`src/rtl/gci_std_display_vram_write_buffer_if.sv`:
```
// Bus bundle for the VRAM write buffer.
// It groups the command-side write port and the arbiter port IF1.
// The master view belongs to the buffer itself. The slave view is the
// mirror image, used by whatever drives the command side and models
// the arbiter.
interface gci_std_display_vram_write_buffer_if #(
  parameter int P_MEM_ADDR_N = 23
);

  // Command stage -> buffer
  logic                    iWR_REQ;
  logic                    oWR_BUSY;
  logic [P_MEM_ADDR_N-1:0] iWR_ADDR;
  logic [31:0]             iWR_DATA;

  // Arbitration handshake
  logic                    oVRAM_ARBIT_REQ;
  logic                    iVRAM_ARBIT_ACK;
  logic                    oVRAM_ARBIT_FINISH;
  logic                    iVRAM_ARBIT_BREAK;

  // Transfer channel
  logic                    oVRAM_ENA;
  logic                    iVRAM_BUSY;
  logic                    oVRAM_RW;
  logic [P_MEM_ADDR_N-1:0] oVRAM_ADDR;
  logic [31:0]             oVRAM_DATA;

  // Status
  logic                    oIDLE;

  modport master (
    input  iWR_REQ,
    input  iWR_ADDR,
    input  iWR_DATA,
    input  iVRAM_ARBIT_ACK,
    input  iVRAM_ARBIT_BREAK,
    input  iVRAM_BUSY,
    output oWR_BUSY,
    output oVRAM_ARBIT_REQ,
    output oVRAM_ARBIT_FINISH,
    output oVRAM_ENA,
    output oVRAM_RW,
    output oVRAM_ADDR,
    output oVRAM_DATA,
    output oIDLE
  );

  modport slave (
    output iWR_REQ,
    output iWR_ADDR,
    output iWR_DATA,
    output iVRAM_ARBIT_ACK,
    output iVRAM_ARBIT_BREAK,
    output iVRAM_BUSY,
    input  oWR_BUSY,
    input  oVRAM_ARBIT_REQ,
    input  oVRAM_ARBIT_FINISH,
    input  oVRAM_ENA,
    input  oVRAM_RW,
    input  oVRAM_ADDR,
    input  oVRAM_DATA,
    input  oIDLE
  );

endinterface

```
`src/rtl/gci_std_display_vram_write_buffer.sv`:
```
// VRAM write buffer.
// It queues {address, data} writes coming from the display command stage.
// It wins the VRAM through the REQ/ACK/FINISH handshake, then drains the
// queue in bursts of at most P_BURST_MAX transfers per grant. It gives the
// bus back early when the arbiter raises BREAK.
module gci_std_display_vram_write_buffer #(
  parameter int P_MEM_ADDR_N   = 23,
  parameter int P_FIFO_DEPTH_N = 4,
  parameter int P_BURST_MAX    = 8
) (
  input  logic iCLOCK,
  input  logic iRESET_SYNC,
  gci_std_display_vram_write_buffer_if.master bus
);

  localparam int DEPTH   = 1 << P_FIFO_DEPTH_N;
  localparam int CNT_W   = P_FIFO_DEPTH_N + 1;
  localparam int BURST_W = $clog2(P_BURST_MAX) + 1;
  localparam int ENTRY_W = P_MEM_ADDR_N + 32;

  localparam logic [CNT_W-1:0]   FULL_COUNT = CNT_W'(DEPTH);
  localparam logic [BURST_W-1:0] BURST_LAST = BURST_W'(P_BURST_MAX - 1);

  localparam logic [1:0] L_IDLE   = 2'd0;
  localparam logic [1:0] L_REQ    = 2'd1;
  localparam logic [1:0] L_WRITE  = 2'd2;
  localparam logic [1:0] L_FINISH = 2'd3;

  // Queue storage (data only, never reset: the count decides what is valid)
  logic [ENTRY_W-1:0] mem_q [DEPTH];

  logic [P_FIFO_DEPTH_N-1:0] wr_ptr_q, wr_ptr_d;
  logic [P_FIFO_DEPTH_N-1:0] rd_ptr_q, rd_ptr_d;
  logic [CNT_W-1:0]          count_q, count_d;
  logic [1:0]                state_q, state_d;
  logic [BURST_W-1:0]        burst_q, burst_d;

  logic full;
  logic empty;
  logic push;
  logic pop;
  logic ena;

  // Full is decoded from the registered count only. A push that arrives
  // while full is dropped, even when a pop frees a slot in the same cycle.
  assign full  = (count_q == FULL_COUNT);
  assign empty = (count_q == '0);
  assign push  = bus.iWR_REQ && !full;

  // BREAK suppresses the transfer in the cycle it is seen. A stalled
  // (BUSY) beat keeps ENA and the head in place and pops nothing.
  assign ena = (state_q == L_WRITE) && !empty && !bus.iVRAM_ARBIT_BREAK;
  assign pop = ena && !bus.iVRAM_BUSY;

  // Queue pointer and occupancy update; pointers wrap at the depth
  always_comb begin
    wr_ptr_d = wr_ptr_q;
    rd_ptr_d = rd_ptr_q;
    count_d  = count_q;
    if (push) begin
      wr_ptr_d = wr_ptr_q + 1'b1;
    end
    if (pop) begin
      rd_ptr_d = rd_ptr_q + 1'b1;
    end
    case ({push, pop})
      2'b10:   count_d = count_q + 1'b1;
      2'b01:   count_d = count_q - 1'b1;
      default: count_d = count_q;
    endcase
  end

  // Arbitration and burst control
  always_comb begin
    state_d = state_q;
    burst_d = burst_q;
    case (state_q)
      L_IDLE: begin
        if (!empty) begin
          state_d = L_REQ;
        end
      end
      L_REQ: begin
        burst_d = '0;
        if (bus.iVRAM_ARBIT_ACK) begin
          state_d = L_WRITE;
        end
      end
      L_WRITE: begin
        if (pop) begin
          burst_d = burst_q + 1'b1;
        end
        // The count==0 exit looks only at the registered count. A write
        // pushed in the same cycle waits for the next grant.
        if (bus.iVRAM_ARBIT_BREAK || empty || (pop && (burst_q == BURST_LAST))) begin
          state_d = L_FINISH;
        end
      end
      L_FINISH: begin
        state_d = L_IDLE;
      end
      default: begin
        state_d = L_IDLE;
      end
    endcase
  end

  // Control registers; reset drops any queued writes and releases nothing
  always_ff @(posedge iCLOCK) begin
    if (iRESET_SYNC) begin
      state_q  <= L_IDLE;
      burst_q  <= '0;
      count_q  <= '0;
      wr_ptr_q <= '0;
      rd_ptr_q <= '0;
    end else begin
      state_q  <= state_d;
      burst_q  <= burst_d;
      count_q  <= count_d;
      wr_ptr_q <= wr_ptr_d;
      rd_ptr_q <= rd_ptr_d;
    end
  end

  // Queue write port
  always_ff @(posedge iCLOCK) begin
    if (push) begin
      mem_q[wr_ptr_q] <= {bus.iWR_ADDR, bus.iWR_DATA};
    end
  end

  assign bus.oWR_BUSY           = full;
  assign bus.oVRAM_ARBIT_REQ    = (state_q == L_REQ);
  assign bus.oVRAM_ARBIT_FINISH = (state_q == L_FINISH);
  assign bus.oVRAM_ENA          = ena;
  assign bus.oVRAM_RW           = 1'b1;
  assign {bus.oVRAM_ADDR, bus.oVRAM_DATA} = mem_q[rd_ptr_q];
  assign bus.oIDLE              = (state_q == L_IDLE) && empty;

endmodule
```
`src/flat_wrapper.sv`:
```
// flat-port wrapper written by rule: the top's interface ports become plain ports
module gci_std_display_vram_write_buffer_flat 
#(
  parameter int P_MEM_ADDR_N   = 23,
  parameter int P_FIFO_DEPTH_N = 4,
  parameter int P_BURST_MAX    = 8
)
  (iCLOCK, iRESET_SYNC, bus_iWR_REQ, bus_iWR_ADDR, bus_iWR_DATA, bus_iVRAM_ARBIT_ACK, bus_iVRAM_ARBIT_BREAK, bus_iVRAM_BUSY, bus_oWR_BUSY, bus_oVRAM_ARBIT_REQ, bus_oVRAM_ARBIT_FINISH, bus_oVRAM_ENA, bus_oVRAM_RW, bus_oVRAM_ADDR, bus_oVRAM_DATA, bus_oIDLE);
  gci_std_display_vram_write_buffer_if #(.P_MEM_ADDR_N(P_MEM_ADDR_N)) bus_i ();
  input  logic iCLOCK;
  input  logic iRESET_SYNC;
  input wire logic [$bits(bus_i.iWR_REQ)-1:0] bus_iWR_REQ;
  input wire logic [$bits(bus_i.iWR_ADDR)-1:0] bus_iWR_ADDR;
  input wire logic [$bits(bus_i.iWR_DATA)-1:0] bus_iWR_DATA;
  input wire logic [$bits(bus_i.iVRAM_ARBIT_ACK)-1:0] bus_iVRAM_ARBIT_ACK;
  input wire logic [$bits(bus_i.iVRAM_ARBIT_BREAK)-1:0] bus_iVRAM_ARBIT_BREAK;
  input wire logic [$bits(bus_i.iVRAM_BUSY)-1:0] bus_iVRAM_BUSY;
  output wire logic [$bits(bus_i.oWR_BUSY)-1:0] bus_oWR_BUSY;
  output wire logic [$bits(bus_i.oVRAM_ARBIT_REQ)-1:0] bus_oVRAM_ARBIT_REQ;
  output wire logic [$bits(bus_i.oVRAM_ARBIT_FINISH)-1:0] bus_oVRAM_ARBIT_FINISH;
  output wire logic [$bits(bus_i.oVRAM_ENA)-1:0] bus_oVRAM_ENA;
  output wire logic [$bits(bus_i.oVRAM_RW)-1:0] bus_oVRAM_RW;
  output wire logic [$bits(bus_i.oVRAM_ADDR)-1:0] bus_oVRAM_ADDR;
  output wire logic [$bits(bus_i.oVRAM_DATA)-1:0] bus_oVRAM_DATA;
  output wire logic [$bits(bus_i.oIDLE)-1:0] bus_oIDLE;
  assign bus_i.iWR_REQ = bus_iWR_REQ;
  assign bus_i.iWR_ADDR = bus_iWR_ADDR;
  assign bus_i.iWR_DATA = bus_iWR_DATA;
  assign bus_i.iVRAM_ARBIT_ACK = bus_iVRAM_ARBIT_ACK;
  assign bus_i.iVRAM_ARBIT_BREAK = bus_iVRAM_ARBIT_BREAK;
  assign bus_i.iVRAM_BUSY = bus_iVRAM_BUSY;
  assign bus_oWR_BUSY = bus_i.oWR_BUSY;
  assign bus_oVRAM_ARBIT_REQ = bus_i.oVRAM_ARBIT_REQ;
  assign bus_oVRAM_ARBIT_FINISH = bus_i.oVRAM_ARBIT_FINISH;
  assign bus_oVRAM_ENA = bus_i.oVRAM_ENA;
  assign bus_oVRAM_RW = bus_i.oVRAM_RW;
  assign bus_oVRAM_ADDR = bus_i.oVRAM_ADDR;
  assign bus_oVRAM_DATA = bus_i.oVRAM_DATA;
  assign bus_oIDLE = bus_i.oIDLE;
  gci_std_display_vram_write_buffer #(.P_MEM_ADDR_N(P_MEM_ADDR_N), .P_FIFO_DEPTH_N(P_FIFO_DEPTH_N), .P_BURST_MAX(P_BURST_MAX)) u_core (.iCLOCK(iCLOCK), .iRESET_SYNC(iRESET_SYNC), .bus(bus_i));
endmodule
```
`config.mk`:
```
export PLATFORM = sky130hd
export DESIGN_NAME = gci_std_display_vram_write_buffer_flat
export DESIGN_NICKNAME = d
export VERILOG_FILES = /design/src/rtl/gci_std_display_vram_write_buffer_if.sv /design/src/rtl/gci_std_display_vram_write_buffer.sv /design/src/flat_wrapper.sv
export SDC_FILE = /design/constraint.sdc
export NUM_CORES = 1
export LEC_CHECK = 0
export CAP_MARGIN = 25
export CORE_MARGIN = 2
export CORE_UTILIZATION = 56
export DETAILED_ROUTE_END_ITERATION = 10
export PLACE_DENSITY_LB_ADDON = 0.15
export SYNTH_ARGS = -nofsm -noshare
export SYNTH_HDL_FRONTEND = slang
export SYNTH_SLANG_ARGS = --single-unit
```
`constraint.sdc`:
```
create_clock -name iCLOCK -period 8.5 [get_ports iCLOCK]
set_clock_uncertainty 0.2 [all_clocks]
set_input_delay 0.85 -clock iCLOCK [delete_from_list [all_inputs] [get_ports iCLOCK]]
set_output_delay 0.85 -clock iCLOCK [all_outputs]
set_load 0.005 [all_outputs]
```
# Word-level counts from Yosys, hierarchy flattened
# Memory sizes are Yosys's and may differ from the RTL's. A register that Yosys moved wholly into a read port is not among the register bits.
# Index checks and enable logic that the tools add are counted.
totals:
  regBits: 19
  ram_bits: 880
  inputBits: 61
  output_inout_bits: 61
  wordCells: 51
  memories: 1
memory_table:
  columns: ["memory", "depth", "word_bits", "rd", "rd_ports_with_merged_regs", "write_ports", "line_no", "rtl"]
  rows:
  - ["u_core.mem_q", 16, 55, 1, 1, 1, "gci_std_display_vram_write_buffer.sv:30", "logic [ENTRY_W-1:0] mem_q [DEPTH];"]
classes:
  n_addsub: 5
  n_eq_ne: 11
  n_mux: 11
  reduce_logical: 18
op_table:
  columns: ["operator", "count"]
  rows:
  - ["adder 4 x 1 -> 4 bit, second input constant", 3]
  - ["2-to-1 mux 4 bit", 3]
  - ["case mux 5 bit (2 select lines)", 1]
  - ["case mux 2 bit (4 select lines)", 1]
  - ["case mux 4 bit (2 select lines)", 1]
  - ["== test 2 bit, second input constant", 3]
  - ["logical AND 1 bit", 6]
  - ["2-to-1 mux 2 bit", 3]
  - ["inequality test 2 bit, second input constant", 3]
  - ["adder 5 x 1 -> 5 bit, second input constant", 1]
  - ["== test 5 bit, second input constant", 1]
  - ["logical NOT 5 bit", 1]
  - ["subtractor 5 x 1 -> 5 bit, second input constant", 1]
  - ["== test 2 x 1 -> 1 bit, second input constant", 2]
  - ["== test 4 x 3 -> 1 bit, second input constant", 1]
  - ["logical NOT 1 bit", 4]
  - ["nonzero test 2 bit", 2]
  - ["AND reduction 3 bit", 1]
  - ["logical NOT 2 bit", 1]
  - ["logical OR 1 bit", 2]
  - ["2-to-1 mux 1 bit", 2]
  - ["inequality test 2 x 1 -> 1 bit, second input constant", 1]
  - ["AND reduction 2 bit", 1]

# Longest topological paths before layout
# Gate-level depths: netlist of the first run.
logic_depth:
  depth_word: 9
  depth_mapped: 12
  depth_no_buf: 11

# Worst setup path before layout of the first run
# Ideal clock, no wire load.
synth_timing:
  path_type: "input port to flip-flop"
  startpoint: "in bus_iWR_REQ"
  endpoint: "mem u_core.mem_q[3][0] (netlist name), enable pin"
  setup_time_ns: 0.535
  arrival_time_ns: 5.094
  required_time_ns: 7.765
  path_slack_ns: 2.671
  path_stages: 3
  n_path_buf: 0
  cell_sequence: "a21boi_2 > nand2_1 > nor3_1"
synth_via:
  elab_chain_len: 3
synth_rtl:
  columns: ["item", "line_no", "rtl"]
  rows:
  - ["from (decl)", "flat_wrapper.sv:12", "input wire logic [$bits(bus_i.iWR_REQ)-1:0] bus_iWR_REQ;"]
  - ["logical AND 1 bit", "gci_std_display_vram_write_buffer.sv:48", "assign push = bus.iWR_REQ && !full;"]
  - ["2-to-1 mux 1 bit", "gci_std_display_vram_write_buffer.sv:127", "if (push) begin"]
  - ["2-to-1 mux 1 bit (not written as such)", "gci_std_display_vram_write_buffer.sv:128", "mem_q[wr_ptr_q] <= {bus.iWR_ADDR, bus.iWR_DATA};"]
  - ["to (decl)", "gci_std_display_vram_write_buffer.sv:30", null]
# No other way between the ends.

==> impl_metrics.yaml, run 1 <==
sta:
  worst_slew_pin_slew_ps: 1007
  rsz0062_at_grt: "false"
  slew_violations: 0
  fmax_mhz: 193.3
  max_slew_margin: 0.3284
  setup_viol: 0
  period_minus_slack_ps: 5174
  hold_violations: 0
  period_share: 0.6087
  setup_ws_ps: 3326
  fin_tns_setup_ps: 0
logic_synthesis:
  ys.flop_type: "edfxtp_1"
  synth_edf_count: 880
  syn_nets: 1453
  yosys.area.top_type_share: 0.7711
  seq_area_frac_synth: 0.7845
  synth_area_um2: 34270
  yosys_warnings: 0
  synth_seq_cells: 903
  ys_async_sr_fraction: 0
  synthDistinctLibCells: 46
  syn_area_per_cell_um2: 24.83
  synth_top_cell_by_area: "edfxtp_1"
  synth.area.top_cells: "edfxtp_1 77%, mux4_2 18%, dfxtp_1 1.3%, ha_1 0.44%, nor2_1 0.41%"
  postSynthCellCount: 1380
drt:
  highest_layer: "met5"
  vias: 15020
  met2_length_um: 34650
  drt_first_pass_iters: 5
  ant_nets: 0
  vias_per_cell: 6.234
  drt-met1-wl_um: 29720
  wl_per_cell_um: 28.83
  drc: 0
  drt_iter0_drc: 1488
  drt_wl_total_um: 69460
  met3_length_um: 3999
placement:
  placedCellCount: 2247
  dpl.hpwl_um: 34870
  placement.io_buffers: 120
  gp_congestion: 0.7274
  place_ws_ps: 3842
  post_dp_cell_area_um2: 36650
worst_hold_path:
  worstHoldPathType: "flop to flop"
  whs_path_depth: 2
  hold_path.startpoint: "u_core.rd_ptr_q[3]"
critical_path:
  crit_type: "flop to primary output"
  cpPeakStageDelay_ps: 930
  crit_path_start_kind: "flop"
  cpMaxStageDelayCell: "dfxtp_4"
  critPathBufInv: 2
  ff2ff_setup_slack_ps: 4770
  critical_path.most_common_cell: "mux4_2"
  crit_arrival_ps: 4120
  path_cells: "buf_12, mux4_2, mux4_2, clkdlybuf4s50_1"
  r2r-start: "u_core.state_q[0]"
  required_ps: 7450
  cp_max_fo: 118
  ff2ff_path_depth: 10
  end_kind: "primary output"
  r2r_end: "u_core.count_q[4]"
  crit_family: "buffers and inverters"
clock_tree:
  cts_tree: "built"
  clockBufferDepth: 3
  post_cts_buffers: 0
  h-tree-depth: 3
  cts_resized: 0
  insertion_delay_ps: 610
  path_clk_slew_ps: 60
  cts_hold_buf: 0
  cts_sinks: 903
  cts_made_buffers: 90
  cts_root_buf: "clkbuf_16"
floorplan:
  die_area_um2: 63190
  rows: 90
  start_util: 0.5667
  die_y_um: 251.4
  die_x_um: 251.4
  ios: 122
  core-area_um2: 60470
global_route:
  grt_max_degree: 119
  grt_pass1_vias: 15790
  grt_pass1_wl_um: 103300
  grt_usage: 0.2273
  gr-total-overflow: 0
  antenna_found_initial: 4
finish:
  fin_nets: 1631
  antenna_cells: 0
  syn_to_final_growth_pct: 15.01
  final_core_util: 0.6518
  drive_above_1_share: 0.2833
  final_cells: 2409
  postLayoutCellArea_um2: 39410
power:
  peakVddDrop_uv: 216.4
  p_leak_nw: 11.93
  p_per_area_nw_per_um2: 231.7
status:
  status: "finished, final reports clean"
job:
  drv_cap: 0
==> worst max path at each step <==
stage	cells after the start	slack (ps)	to	from
after floorplan	3	2670	u_core.mem_q[3][0]	bus_iWR_REQ
final	4	3330	bus_oVRAM_ADDR[18]	flop
after CTS	4	3180	bus_oVRAM_ADDR[10]	flop
after global placement	4	3830	bus_oVRAM_DATA[17]	flop
after global routing	4	2990	bus_oVRAM_ADDR[16]	flop
after detailed placement	4	3840	bus_oVRAM_ADDR[10]	flop
==> stage by stage <==
| step | hold WS (ps) | power, mW |
|---|---|---|
| 3_3_place_gp | 290.4 | 5.504 |
| 6_report | 315.1 | 9.132 |
| 5_1_grt | 376.3 | 9.409 |
| 2_1_floorplan | 272.0 | 5.297 |
| 3_5_place_dp | 300.3 | 5.523 |
| 4_1_cts | 317.9 | 9.207 |
==> per-layer routing <==
layer  global-route usage  up-vias
li1                     -     6319
met1               0.3293     8150
met2               0.3668      454
met3              0.04680       86
met4              0.04796        8
met5                    0        -
==> kinds of logic after synthesis <==
logic type | after synthesis | share of synthesized area
flops | 903 | 0.7845
mux | 279 | 0.1819
fa+ha+maj | 12 | 0.004381
simple gates | 77 | 0.01121
xor+xnor | 12 | 0.003067
compound gates | 19 | 0.004126
other cells | 1 | 0.0001094
buf+inv | 77 | 0.01062
==> final cells by class <==
cell class | count | area [um^2]
Sequential cell | 903 | 26900
Tap cell | 782 | 978.4
Clock buffer | 115 | 2387
Multi-Input combinational cell | 400 | 7129
Timing Repair Buffer | 155 | 1634
Fill cell | 3840 | 21060
Clock inverter | 46 | 354.1
Inverter | 8 | 30.03
==> worst register-to-register path: stages, from the launching register on <==
cell and delay [ps]:
dfxtp_1 330, inv_1 100, ha_1 210, or2b_2 340
a211oi_2 640, ha_1 550, xor2_1 190, ha_1 160
a21oi_1 80, o221a_1 300, or4_1 510
==> cells in the mapped netlist, types with 2 or more instances <==
cell type  count
mux2i_1        3
inv_1          8
nand2b_1       4
buf_2         25
xnor2_1        3
dfxtp_1       23
ha_1          12
edfxtp_1     880
a21oi_1        8
buf_1         11
clkbuf_1      27
nand2_1       13
nor3_1         6
mux4_2       275
nor4b_1        2
buf_6          4
nor2_1        37
nand4_1        3
xor2_1         9
==> sequential cells by signal, summed over array words and instances, names as in the netlist, named ones only <==
name	flops
u_core.state_q	2
u_core.burst_q	4
u_core.count_q	5
u_core.wr_ptr_q	4
u_core.rd_ptr_q	4
u_core.mem_q	880
==> power by group <==
part / switching, mW / internal, mW
registers: 0.0277 / 4.95
clock network: 1.58 / 2.13
logic: 0.218 / 0.223
total: 1.82 / 7.31
==> placed cells by master, fill, tap and decap left out, types with 3 or more instances in the layout <==
master           count
ha_1                12
xnor2_1              3
a21oi_1              8
edfxtp_1           880
nand4_1              3
clkbuf_16           91
xor2_1               9
dfxtp_4              4
buf_12               4
buf_4               25
nand2b_1             4
clkinv_2            19
mux4_2             275
bufinv_16            5
nor3_2               5
clkdlybuf4s50_1    120
clkinvlp_4           3
dfxtp_1             19
nor2_1              25
inv_6                3
nand2_1             13
clkinv_1            16
mux2i_1              3
inv_1                8
buf_16               6
clkbuf_1            22
nor2_4              12
(Power assumes the default switching activity.)
==> run 2: changes to the inputs <==
- CORE_UTILIZATION: 56 -> 55
- clock period: 8.5 -> 4.3 ns (I/O delays scaled with it)
==> impl_metrics.yaml, run 2 (synthesis gave the netlist of run 1 again) <==
status:
  status: "finished, final reports clean"
critical_path:
  critPathBufInv: 2
  crit_arrival_ps: 3320
  required_ps: 3670
  critical_path.most_common_cell: "mux4_2"
  r2r-start: "u_core.state_q[0]"
  cp_max_fo: 47
  end_kind: "primary output"
  crit_path_start_kind: "flop"
  cpMaxStageDelayCell: "dfxtp_4"
  ff2ff_setup_slack_ps: 910
  crit_type: "flop to primary output"
  path_cells: "buf_12, mux4_2, mux4_2, clkdlybuf4s50_1"
  crit_family: "multiplexers"
  cpPeakStageDelay_ps: 640
power:
  power_mw: 18.18
  peakVddDrop_uv: 299.5
  p_per_area_nw_per_um2: 456.7
  p_leak_nw: 12.03
clock_tree:
  cts_tree: "built"
  cts_made_buffers: 88
  clockBufferDepth: 3
  cts_sinks: 903
  insertion_delay_ps: 620
  cts_hold_buf: 0
  post_cts_buffers: 0
  cts_root_buf: "clkbuf_16"
  cts_resized: 0
  path_clk_slew_ps: 60
  h-tree-depth: 3
global_route:
  grt_max_degree: 49
  grt_pass1_wl_um: 102500
  gr-total-overflow: 0
  antenna_found_initial: 4
  grt_usage: 0.2234
  grt_pass1_vias: 15730
worst_hold_path:
  hold_path.startpoint: "u_core.rd_ptr_q[3]"
  worstHoldPathType: "flop to flop"
drt:
  vias: 15020
  ant_nets: 0
  drc: 0
  drt_wl_total_um: 69790
  drt_first_pass_iters: 5
  drt_iter0_drc: 1516
  wl_per_cell_um: 28.18
  vias_per_cell: 6.063
placement:
  place_ws_ps: 708.5
  placedCellCount: 2317
  placement.io_buffers: 120
  gp_congestion: 0.7501
  dpl.hpwl_um: 36430
sta:
  fmax_mhz: 253.1
  setup_ws_ps: 349.2
  slew_violations: 0
  rsz0062_at_grt: "false"
  period_minus_slack_ps: 3951
  max_slew_margin: 0.4141
  period_share: 0.9188
  worst_slew_pin_slew_ps: 876.0
  setup_viol: 0
  fin_tns_setup_ps: 0
  hold_violations: 0
finish:
  top_register: "u_core.mem_q"
  final_cell_mix: "880 x edfxtp_1, 275 x mux4_2, 120 x clkdlybuf4s50_1, 90 x clkbuf_16"
  largest_reg_flops: 880
  final_common_cell: "edfxtp_1"
  final_core_util: 0.6463
  drive_above_1_share: 0.2898
  fin_nets: 1643
  syn_to_final_growth_pct: 16.17
  reg_top3: "u_core.mem_q (880), u_core.count_q (5)"
  final_cells: 2477
floorplan:
  die_area_um2: 64320
  core-area_um2: 61600
  die_x_um: 253.6
  die_y_um: 253.6
  start_util: 0.5563
  ios: 122
  rows: 91
job:
  drv_cap: 0
[run 2: layer usage]
metal	wire length, um	track usage
met2	36110	0.3764
met4	1240	0.05328
met3	3844	0.04281
met1	28550	0.3072
met5	40	0
[run 2: report_power, final]
part           switching, mW  internal (mW)  total [mW]
Combinational          0.437          0.441       0.879
Clock                   3.10           4.36        7.46
Sequential            0.0494           9.79        9.84
[run 2: area by class of cell]
type | instances | area [um^2]
Sequential cell | 903 | 26900
Clock inverter | 47 | 441.7
Timing Repair Buffer | 169 | 1869
Multi-Input combinational cell | 400 | 7154
Clock buffer | 112 | 2365
Antenna cell | 1 | 2.502
Tap cell | 837 | 1047
Fill cell | 3948 | 21790
Inverter | 8 | 30.03
[run 2: final timing paths]
check	to	depth (start not counted)
worst min-delay path	flop	2
worst min register to register	flop	2
worst max-delay path	bus_oVRAM_DATA[8]	4
worst max register to register	u_core.count_q[4]	11
[run 2: tightest hold or removal path: cells and delay by family, from the launching register on]
family        cells  cell delay, ps
flops             1             320
simple gates      1              70
xor+xnor          1              80
[run 2: stage by stage]
stage / hold slack [ps] / area, um^2
2_1_floorplan: 272.0 / 34290
3_3_place_gp: 287.5 / 37000
3_5_place_dp: 291.1 / 37000
4_1_cts: 310.0 / 39810
5_1_grt: 345.1 / 39810
6_report: 304.1 / 39810
==> run 3: changes to the inputs <==
- CORE_UTILIZATION: 55 -> 50
- CTS_CLUSTER_SIZE: unset -> 14
==> impl_metrics.yaml, run 3 (synthesis gave the netlist of run 1 again) <==
drt:
  drc: 0
  ant_nets: 0
  drt_wl_total_um: 71880
  drt_first_pass_iters: 4
  vias_per_cell: 5.972
  wl_per_cell_um: 28.52
  drt_iter0_drc: 1256
  vias: 15050
job:
  drv_cap: 0
worst_hold_path:
  worstHoldPathType: "flop to flop"
power:
  combPwrFrac: 0.050
  p_seq_frac: 0.544
  power_mw: 18.09
  switchingPower_mw: 3.705
  peakVddDrop_uv: 394.4
  p_per_area_nw_per_um2: 454.8
  p_int_mw: 14.39
  swShare: 0.2048
  p_leak_nw: 12.01
  share_clk_of_total_power: 0.407
clock_tree:
  cts_hold_buf: 0
  cts_resized: 0
  cts_root_buf: "clkbuf_16"
  insertion_delay_ps: 630
  h-tree-depth: 3
  cts_tree: "built"
  post_cts_buffers: 0
  cts_made_buffers: 91
  cts_sinks: 903
  path_clk_slew_ps: 60
  clockBufferDepth: 3
global_route:
  grt_pass1_vias: 16160
  grt_max_degree: 60
  grt_usage: 0.2094
  antenna_found_initial: 4
  gr-total-overflow: 0
  grt_pass1_wl_um: 107200
finish:
  largest_reg_flops: 880
  fin_nets: 1649
  final_cell_mix: "880 x edfxtp_1, 275 x mux4_2, 120 x clkdlybuf4s50_1, 92 x clkbuf_16, 31 x buf_4"
  final_common_cell: "edfxtp_1"
  reg_top3: "u_core.mem_q (880), u_core.count_q (5)"
  syn_to_final_growth_pct: 16.10
  top_register: "u_core.mem_q"
  drive_above_1_share: 0.2910
critical_path:
  crit_type: "flop to primary output"
  required_ps: 3670
  cpPeakStageDelay_ps: 540
  critPathBufInv: 3
  end_kind: "primary output"
  crit_path_start_kind: "flop"
  ff2ff_setup_slack_ps: 870
  cp_max_fo: 29
  crit_family: "multiplexers"
  crit_arrival_ps: 3220
  path_cells: "buf_12, buf_12, mux4_2, mux4_2, clkdlybuf4s50_1"
  cpMaxStageDelayCell: "mux4_2"
placement:
  place_ws_ps: 694.0
  placement.io_buffers: 120
  dpl.hpwl_um: 36890
  gp_congestion: 0.7034
sta:
  period_minus_slack_ps: 3849
  rsz0062_at_grt: "false"
  setup_ws_ps: 450.8
  worst_slew_pin_slew_ps: 962.0
  max_slew_margin: 0.3566
  hold_violations: 0
  slew_violations: 0
  fmax_mhz: 259.8
  setup_viol: 0
  period_share: 0.8952
  fin_tns_setup_ps: 0
floorplan:
  die_area_um2: 70650
  die_y_um: 265.8
  ios: 122
  rows: 95
  die_x_um: 265.8
  start_util: 0.5076
  core-area_um2: 67510
status:
  status: "finished, final reports clean"
-- run 3: cell types whose count changed in the layout (fill, tap and decap cells not counted), moves of 3 or more --
cell / change
buf_12: -3
buf_4: +6
bufinv_16: -5
inv_6: +3
-- run 3: worst paths after layout --
kind,endpoint,cells past startpoint,start
setup / recovery,bus_oVRAM_ADDR[14],5,flop
hold / removal,flop,2,u_core.rd_ptr_q[3]
setup reg to reg,u_core.count_q[4],11,u_core.state_q[0]
hold reg to reg,flop,2,u_core.rd_ptr_q[3]
-- run 3: per-stage QoR --
step           cells  cell area, um^2    util  hold WS, ps
5_1_grt         2520            39790  0.5893        363.4
2_1_floorplan   1380            34290       -        272.0
6_report        2520            39790  0.5893        306.7
3_5_place_dp    2356            37030  0.5485        290.3
3_3_place_gp    2356            37030  0.5485        288.1
4_1_cts         2519            39780  0.5893        310.7
-- run 3: power by group through the flow --
stage	combinational [mW]	clock [mW]	sequential, mW
after CTS	0.916	7.51	9.84
after global routing	0.972	7.84	9.85
final	0.897	7.36	9.84
after detailed placement	0.910	0	10.0
after floorplan	0.447	0	10.0
after global placement	0.887	0	10.0
-- run 3: final cells by class --
class,count,area [um^2]
Timing Repair Buffer,172,1854
Tap cell,873,1092
Clock inverter,48,344.1
Inverter,8,30.03
Fill cell,4766,27730
Clock buffer,115,2409
Antenna cell,1,2.502
Multi-Input combinational cell,400,7154
Sequential cell,903,26900
-- run 3: metal layers --
metal / wire length (um) / vias to the layer above / track usage
li1: - / 6367 / -
met1: 29820 / 8216 / 0.2861
met2: 37480 / 355 / 0.3568
met3: 3287 / 105 / 0.03614
met4: 1259 / 6 / 0.04844
met5: 34 / - / 0
-- run 3: tightest hold or removal path, stage by stage (launching register included) --
cell and delay [ps]:
dfxtp_1 330, xor2_1 80, nor2_1 70
